==> src/rtl/mem_axi_master_pkg.sv <==
// Shared definitions for the MEM-stage AXI4-Lite master.
//   state_e      : FSM state encoding for mem_axi_master
//   Resp*        : AXI response codes (only OKAY counts as success)
package mem_axi_master_pkg;

  typedef enum logic [2:0] {
    StIdle,
    StRdAddr,
    StRdData,
    StWrReq,
    StWrResp
  } state_e;

  localparam logic [1:0] RespOkay   = 2'b00;
  localparam logic [1:0] RespExokay = 2'b01;
  localparam logic [1:0] RespSlverr = 2'b10;
  localparam logic [1:0] RespDecerr = 2'b11;

endpackage

==> src/rtl/mem_axi_master.sv <==
// Single-outstanding AXI4-Lite master bridging the core MEM stage to the cache slave.
// One access at a time: a load runs AR then R, a store runs AW and W (independently,
// in any order) then B. Completion is a one-cycle resp_valid pulse on return to idle.
//
// Ports
//   clk, rstn                 : clock, asynchronous active-low reset
//   req_valid/ready/we        : core request handshake and direction (1 = store)
//   req_addr/wdata/wstrb      : request payload, latched on accept
//   resp_valid/rdata/err      : completion pulse, load data (held), non-OKAY flag
//   m_ar*/m_r*/m_aw*/m_w*/m_b*: AXI4-Lite master channels
module mem_axi_master
  import mem_axi_master_pkg::*;
#(
  parameter logic [2:0] PROT = 3'b000
) (
  input  logic        clk,
  input  logic        rstn,
  // core side
  input  logic        req_valid,
  output logic        req_ready,
  input  logic        req_we,
  input  logic [31:0] req_addr,
  input  logic [31:0] req_wdata,
  input  logic [3:0]  req_wstrb,
  output logic        resp_valid,
  output logic [31:0] resp_rdata,
  output logic        resp_err,
  // AR
  output logic [31:0] m_araddr,
  output logic        m_arvalid,
  output logic [2:0]  m_arprot,
  input  logic        m_arready,
  // R
  input  logic [31:0] m_rdata,
  input  logic [1:0]  m_rresp,
  input  logic        m_rvalid,
  output logic        m_rready,
  // AW
  output logic [31:0] m_awaddr,
  output logic        m_awvalid,
  output logic [2:0]  m_awprot,
  input  logic        m_awready,
  // W
  output logic [31:0] m_wdata,
  output logic [3:0]  m_wstrb,
  output logic        m_wvalid,
  input  logic        m_wready,
  // B
  input  logic [1:0]  m_bresp,
  input  logic        m_bvalid,
  output logic        m_bready
);

  state_e      state_q, state_d;
  logic [31:0] addr_q, wdata_q;
  logic [3:0]  wstrb_q;
  logic        aw_done_q, aw_done_d;
  logic        w_done_q, w_done_d;
  logic        resp_valid_q, resp_valid_d;
  logic        resp_err_q, resp_err_d;
  logic [31:0] resp_rdata_q, resp_rdata_d;
  logic        latch_req;

  always_comb begin
    state_d      = state_q;
    aw_done_d    = aw_done_q;
    w_done_d     = w_done_q;
    resp_valid_d = 1'b0;
    resp_err_d   = resp_err_q;
    resp_rdata_d = resp_rdata_q;
    latch_req    = 1'b0;
    req_ready    = 1'b0;
    m_arvalid    = 1'b0;
    m_rready     = 1'b0;
    m_awvalid    = 1'b0;
    m_wvalid     = 1'b0;
    m_bready     = 1'b0;

    unique case (state_q)
      StIdle: begin
        req_ready = 1'b1;
        if (req_valid) begin
          latch_req = 1'b1;
          aw_done_d = 1'b0;
          w_done_d  = 1'b0;
          state_d   = req_we ? StWrReq : StRdAddr;
        end
      end
      StRdAddr: begin
        m_arvalid = 1'b1;
        if (m_arready) state_d = StRdData;
      end
      StRdData: begin
        m_rready = 1'b1;
        if (m_rvalid) begin
          resp_valid_d = 1'b1;
          resp_rdata_d = m_rdata;
          resp_err_d   = (m_rresp != RespOkay);
          state_d      = StIdle;
        end
      end
      StWrReq: begin
        // Each valid stays up only until its own handshake has been seen.
        m_awvalid = !aw_done_q;
        m_wvalid  = !w_done_q;
        if (!aw_done_q && m_awready) aw_done_d = 1'b1;
        if (!w_done_q && m_wready)   w_done_d  = 1'b1;
        // Uses the _d flags so a handshake completing this cycle counts.
        if (aw_done_d && w_done_d) state_d = StWrResp;
      end
      StWrResp: begin
        m_bready = 1'b1;
        if (m_bvalid) begin
          resp_valid_d = 1'b1;
          resp_err_d   = (m_bresp != RespOkay);
          state_d      = StIdle;
        end
      end
      default: state_d = StIdle;
    endcase
  end

  always_ff @(posedge clk or negedge rstn) begin
    if (!rstn) begin
      state_q      <= StIdle;
      addr_q       <= '0;
      wdata_q      <= '0;
      wstrb_q      <= '0;
      aw_done_q    <= 1'b0;
      w_done_q     <= 1'b0;
      resp_valid_q <= 1'b0;
      resp_err_q   <= 1'b0;
      resp_rdata_q <= '0;
    end else begin
      state_q      <= state_d;
      aw_done_q    <= aw_done_d;
      w_done_q     <= w_done_d;
      resp_valid_q <= resp_valid_d;
      resp_err_q   <= resp_err_d;
      resp_rdata_q <= resp_rdata_d;
      if (latch_req) begin
        addr_q  <= req_addr;
        wdata_q <= req_wdata;
        wstrb_q <= req_wstrb;
      end
    end
  end

  // Payload comes straight from the latched request, so it cannot move while a valid is up.
  assign m_araddr   = addr_q;
  assign m_awaddr   = addr_q;
  assign m_wdata    = wdata_q;
  assign m_wstrb    = wstrb_q;
  assign m_arprot   = PROT;
  assign m_awprot   = PROT;
  assign resp_valid = resp_valid_q;
  assign resp_err   = resp_err_q;
  assign resp_rdata = resp_rdata_q;

endmodule

==> config.mk <==
export PLATFORM = sky130hd
export DESIGN_NAME = mem_axi_master
export DESIGN_NICKNAME = d
export VERILOG_FILES = /design/src/rtl/mem_axi_master_pkg.sv /design/src/rtl/mem_axi_master.sv
export SDC_FILE = /design/constraint.sdc
export NUM_CORES = 1
export LEC_CHECK = 0
export ABC_CLOCK_PERIOD_IN_PS = 1900
export CORE_ASPECT_RATIO = 0.9
export CORE_MARGIN = 5
export CORE_UTILIZATION = 38
export DETAILED_ROUTE_END_ITERATION = 7
export GPL_TIMING_DRIVEN = 1
export HOLD_SLACK_MARGIN = 0.02
export PLACE_DENSITY = 0.83
export SKIP_CTS_REPAIR_TIMING = 1
export SLEW_MARGIN = 30
export SYNTH_ARGS = -nofsm -noshare
export SYNTH_HDL_FRONTEND = slang
export SYNTH_SLANG_ARGS = --single-unit
==> constraint.sdc <==
create_clock -name clk -period 1.9 [get_ports clk]
set_clock_uncertainty 0.15 [all_clocks]
set_input_delay 0.285 -clock clk [delete_from_list [all_inputs] [get_ports clk]]
set_output_delay 0.285 -clock clk [all_outputs]
set_load 0.005 [all_outputs]
==> metrics.md <==
| Metric | Value |
|---|---|
| CTS tree | built |
| CP cell instances | buf_6 > buf_6 > nor4b_4 > buf_6 > clkbuf_16 > mux2_2 |
| Most frequent cell after synthesis | dfrtp_1 |
| Worst Hold Class | flop to flop |
| CP top delay family | buffers and inverters |
| #FFs+latches synth | 107 |
| Initial antenna violation count | 0 |
| Iter 0 DRT Violations | 132 |
| Worst-Skew Late Latency | 0.34 ns |
| Async SR Flop Fraction | 1.000 |
| Unrepaired setup endpoints after global routing | true |
| Synth Cell Area | 4420 µm² |
| Routed len/inst | 18.32 µm |
| Clock transition at the registers of the reported paths | 0.07 ns |
| Core area | 11430 µm² |
| Die footprint | 13890 µm² |
| Fin crit share | 1.043 |
| Post-synth EDFFs | 0 |
| Min Tclk post-route | 1.982 ns |
| Crit path DAT | 2.05 ns |
| Worst path required time | 1.97 ns |
| Clock sinks | 107 |
| Pwr Density | 1619 nW/µm² |
| Dpl hpwl | 9369 µm |
| Slew margin rel. | 0.6166 |
| Global-route wire length before repair | 18600 µm |
| Total GRT Usage | 0.1710 |
| Post-route ant nets | 0 |
| Critical Setup Path Class | flop to flop |
| Yosys warns | 0 |
| Buffers added on ports | 252 |
| Setup-failing EPs final | 68 |
| Vias in the first global route | 3503 |
| Top post-synthesis cells by area | dfrtp_1 61%, mux2_2 16%, mux2_1 9.9% |
| FP Rows | 37 |
| Longest Clk Path Bufs | 2 |
| Maximum number of pins on one net before global-route repair | 108 |
| DR vias/cell | 4.612 |
| Chip height | 112.3 µm |
| Grt ovf | 0 |
| Inserted Diodes | 0 |
| Run status | finished, violations left |
| Max FO, Critical Path | 9 |
| Pre-CTS WS | -0.1941 ns |
| Netlist cell types | 25 |
| Via Count | 3224 |
| Max Slew Vio Count | 0 |
| Primary FF master, synth | dfrtp_1 |
| Layout Nets | 651 |
| Die width | 123.7 µm |
| GPL Wtd Cong | 0.7749 |
| Pre-antenna DRT Iters | 4 |
| Post-synth top cells | 107 x dfrtp_1, 62 x mux2_2, 42 x buf_4 |
| Slowest stage cell, crit path | dfrtp_1 |
| Post-synth top area share | 0.6057 |
| Post-Syn Instances | 296 |
| Critical Path End Type | flop |
| Maximum clock frequency | 0.5045 GHz |
| Max_cap viols | 0 |
| Io pins | 259 |
| Yosys top cell by area | dfrtp_1 |
| Worst-margin pin slew | 0.5751 ns |
| Max VDD drop | 902.0 µV |
| Drt drc | 0 |
| CP bufs+invs | 4 |
| Final WL | 12800 µm |
| Leak | 3.261 nW |
| Hold Fails Final Rpt | 0 |
| Total Power | 0.01230 W |
| Clock buffer count from CTS | 9 |
| Top cell by count, worst path | buf_6 |
| Sequential element share of the synthesized area | 0.6057 |
| H-tree levels | 3 |
| Failing checks | setup timing |
| Clock root buffer | clkbuf_16 |
| Mean Syn Cell Area | 14.93 µm² |
| Slowest cell delay on critical path | 0.42 ns |
| Initial Utilization | 0.3866 |
| CP Launch Type | flop |
| Syn-to-layout area delta | 71.84% |
| Final Util | 0.6643 |
| Post-route setup slack | -0.08198 ns |
| Share of cells above drive strength 1 | 0.2063 |
-- report_power, final --
| group | switching (W) | internal, W | leakage (nW) |
|---|---|---|---|
| sequential | 0.000784 | 0.00345 | 1.26 |
| combinational | 0.00182 | 0.00437 | 1.85 |
| clock | 0.000814 | 0.00106 | 0.142 |
-- final timing paths --
| path | cells past startpoint | startpoint | to | slack [ns] |
|---|---|---|---|---|
| worst max register to register | 6 | state_q[2] | m_araddr[20] | -0.08 |
| worst min-delay path | 1 | resp_rdata[22] | resp_rdata[22] | 0.33 |
| max in group asynchronous | 3 | rstn | m_wdata[30] | 0.76 |
| worst max-delay path | 6 | state_q[2] | m_araddr[20] | -0.08 |
| min in group asynchronous | 3 | rstn | m_araddr[13] | 0.39 |
| worst min register to register | 1 | resp_rdata[22] | resp_rdata[22] | 0.33 |
-- logic make-up (layout without fill, tap and decap cells) --
| logic type | Yosys count | in the layout | synth area share |
|---|---|---|---|
| compound gates | 11 | 11 | 0.01500 |
| buf+inv | 54 | 296 | 0.08548 |
| flops | 107 | 107 | 0.6057 |
| mux | 103 | 103 | 0.2618 |
| other cells | 1 | 6 | 0.0008483 |
| simple gates | 20 | 20 | 0.03113 |
-- final cells by class --
class	instances	area [µm²]
clock buffer	11	242.7
fill	816	3839
multi-input combinational	140	1514
sequential	107	2680
timing repair buffer	278	2894
clock inverter	5	62.56
tap	156	195.2
inverter	2	7.507
-- registers in the layout, indices dropped and copies added (netlist names) --
register,flops
aw_done_q,1
m_araddr,32
m_wdata,32
m_wstrb,4
resp_err,1
resp_rdata,32
resp_valid,1
state_q,3
w_done_q,1
-- cells in the final DEF, fill, tap and decap left out, types with 6 or more instances in the layout --
cell	instances
clkdlybuf4s50_1	245
dfrtp_1	105
mux2_1	39
mux2_4	32
mux2_2	30
clkbuf_16	14
buf_4	11
nor2_1	8
a21oi_1	7
conb_1	6
-- through the flow --
step | cell area (µm²) | setup TNS [ns] | cells | hold WS [ns]
floorplan | 4439 | 0 | 301 | -0.1606
global route | 7596 | -9.268 | 699 | 0.3605
detailed placement | 6947 | -9.393 | 672 | 0.2548
global placement | 6947 | -9.344 | 672 | 0.2459
finish | 7596 | -3.194 | 699 | 0.3319
CTS | 7252 | -3.193 | 688 | -0.1153
-- layer usage --
| layer | global-route usage | part of all wire | vias to the layer above |
|---|---|---|---|
| met2 | 0.3157 | 0.53 | 126 |
| met3 | 0.06247 | 0.080 | 18 |
| li1 | - | - | 1466 |
| met1 | 0.1765 | 0.36 | 1614 |
| met4 | 0.05535 | 0.021 | 0 |
| met5 | 0 | 0 | - |
Note: power is estimated with default switching activity, not from simulation.
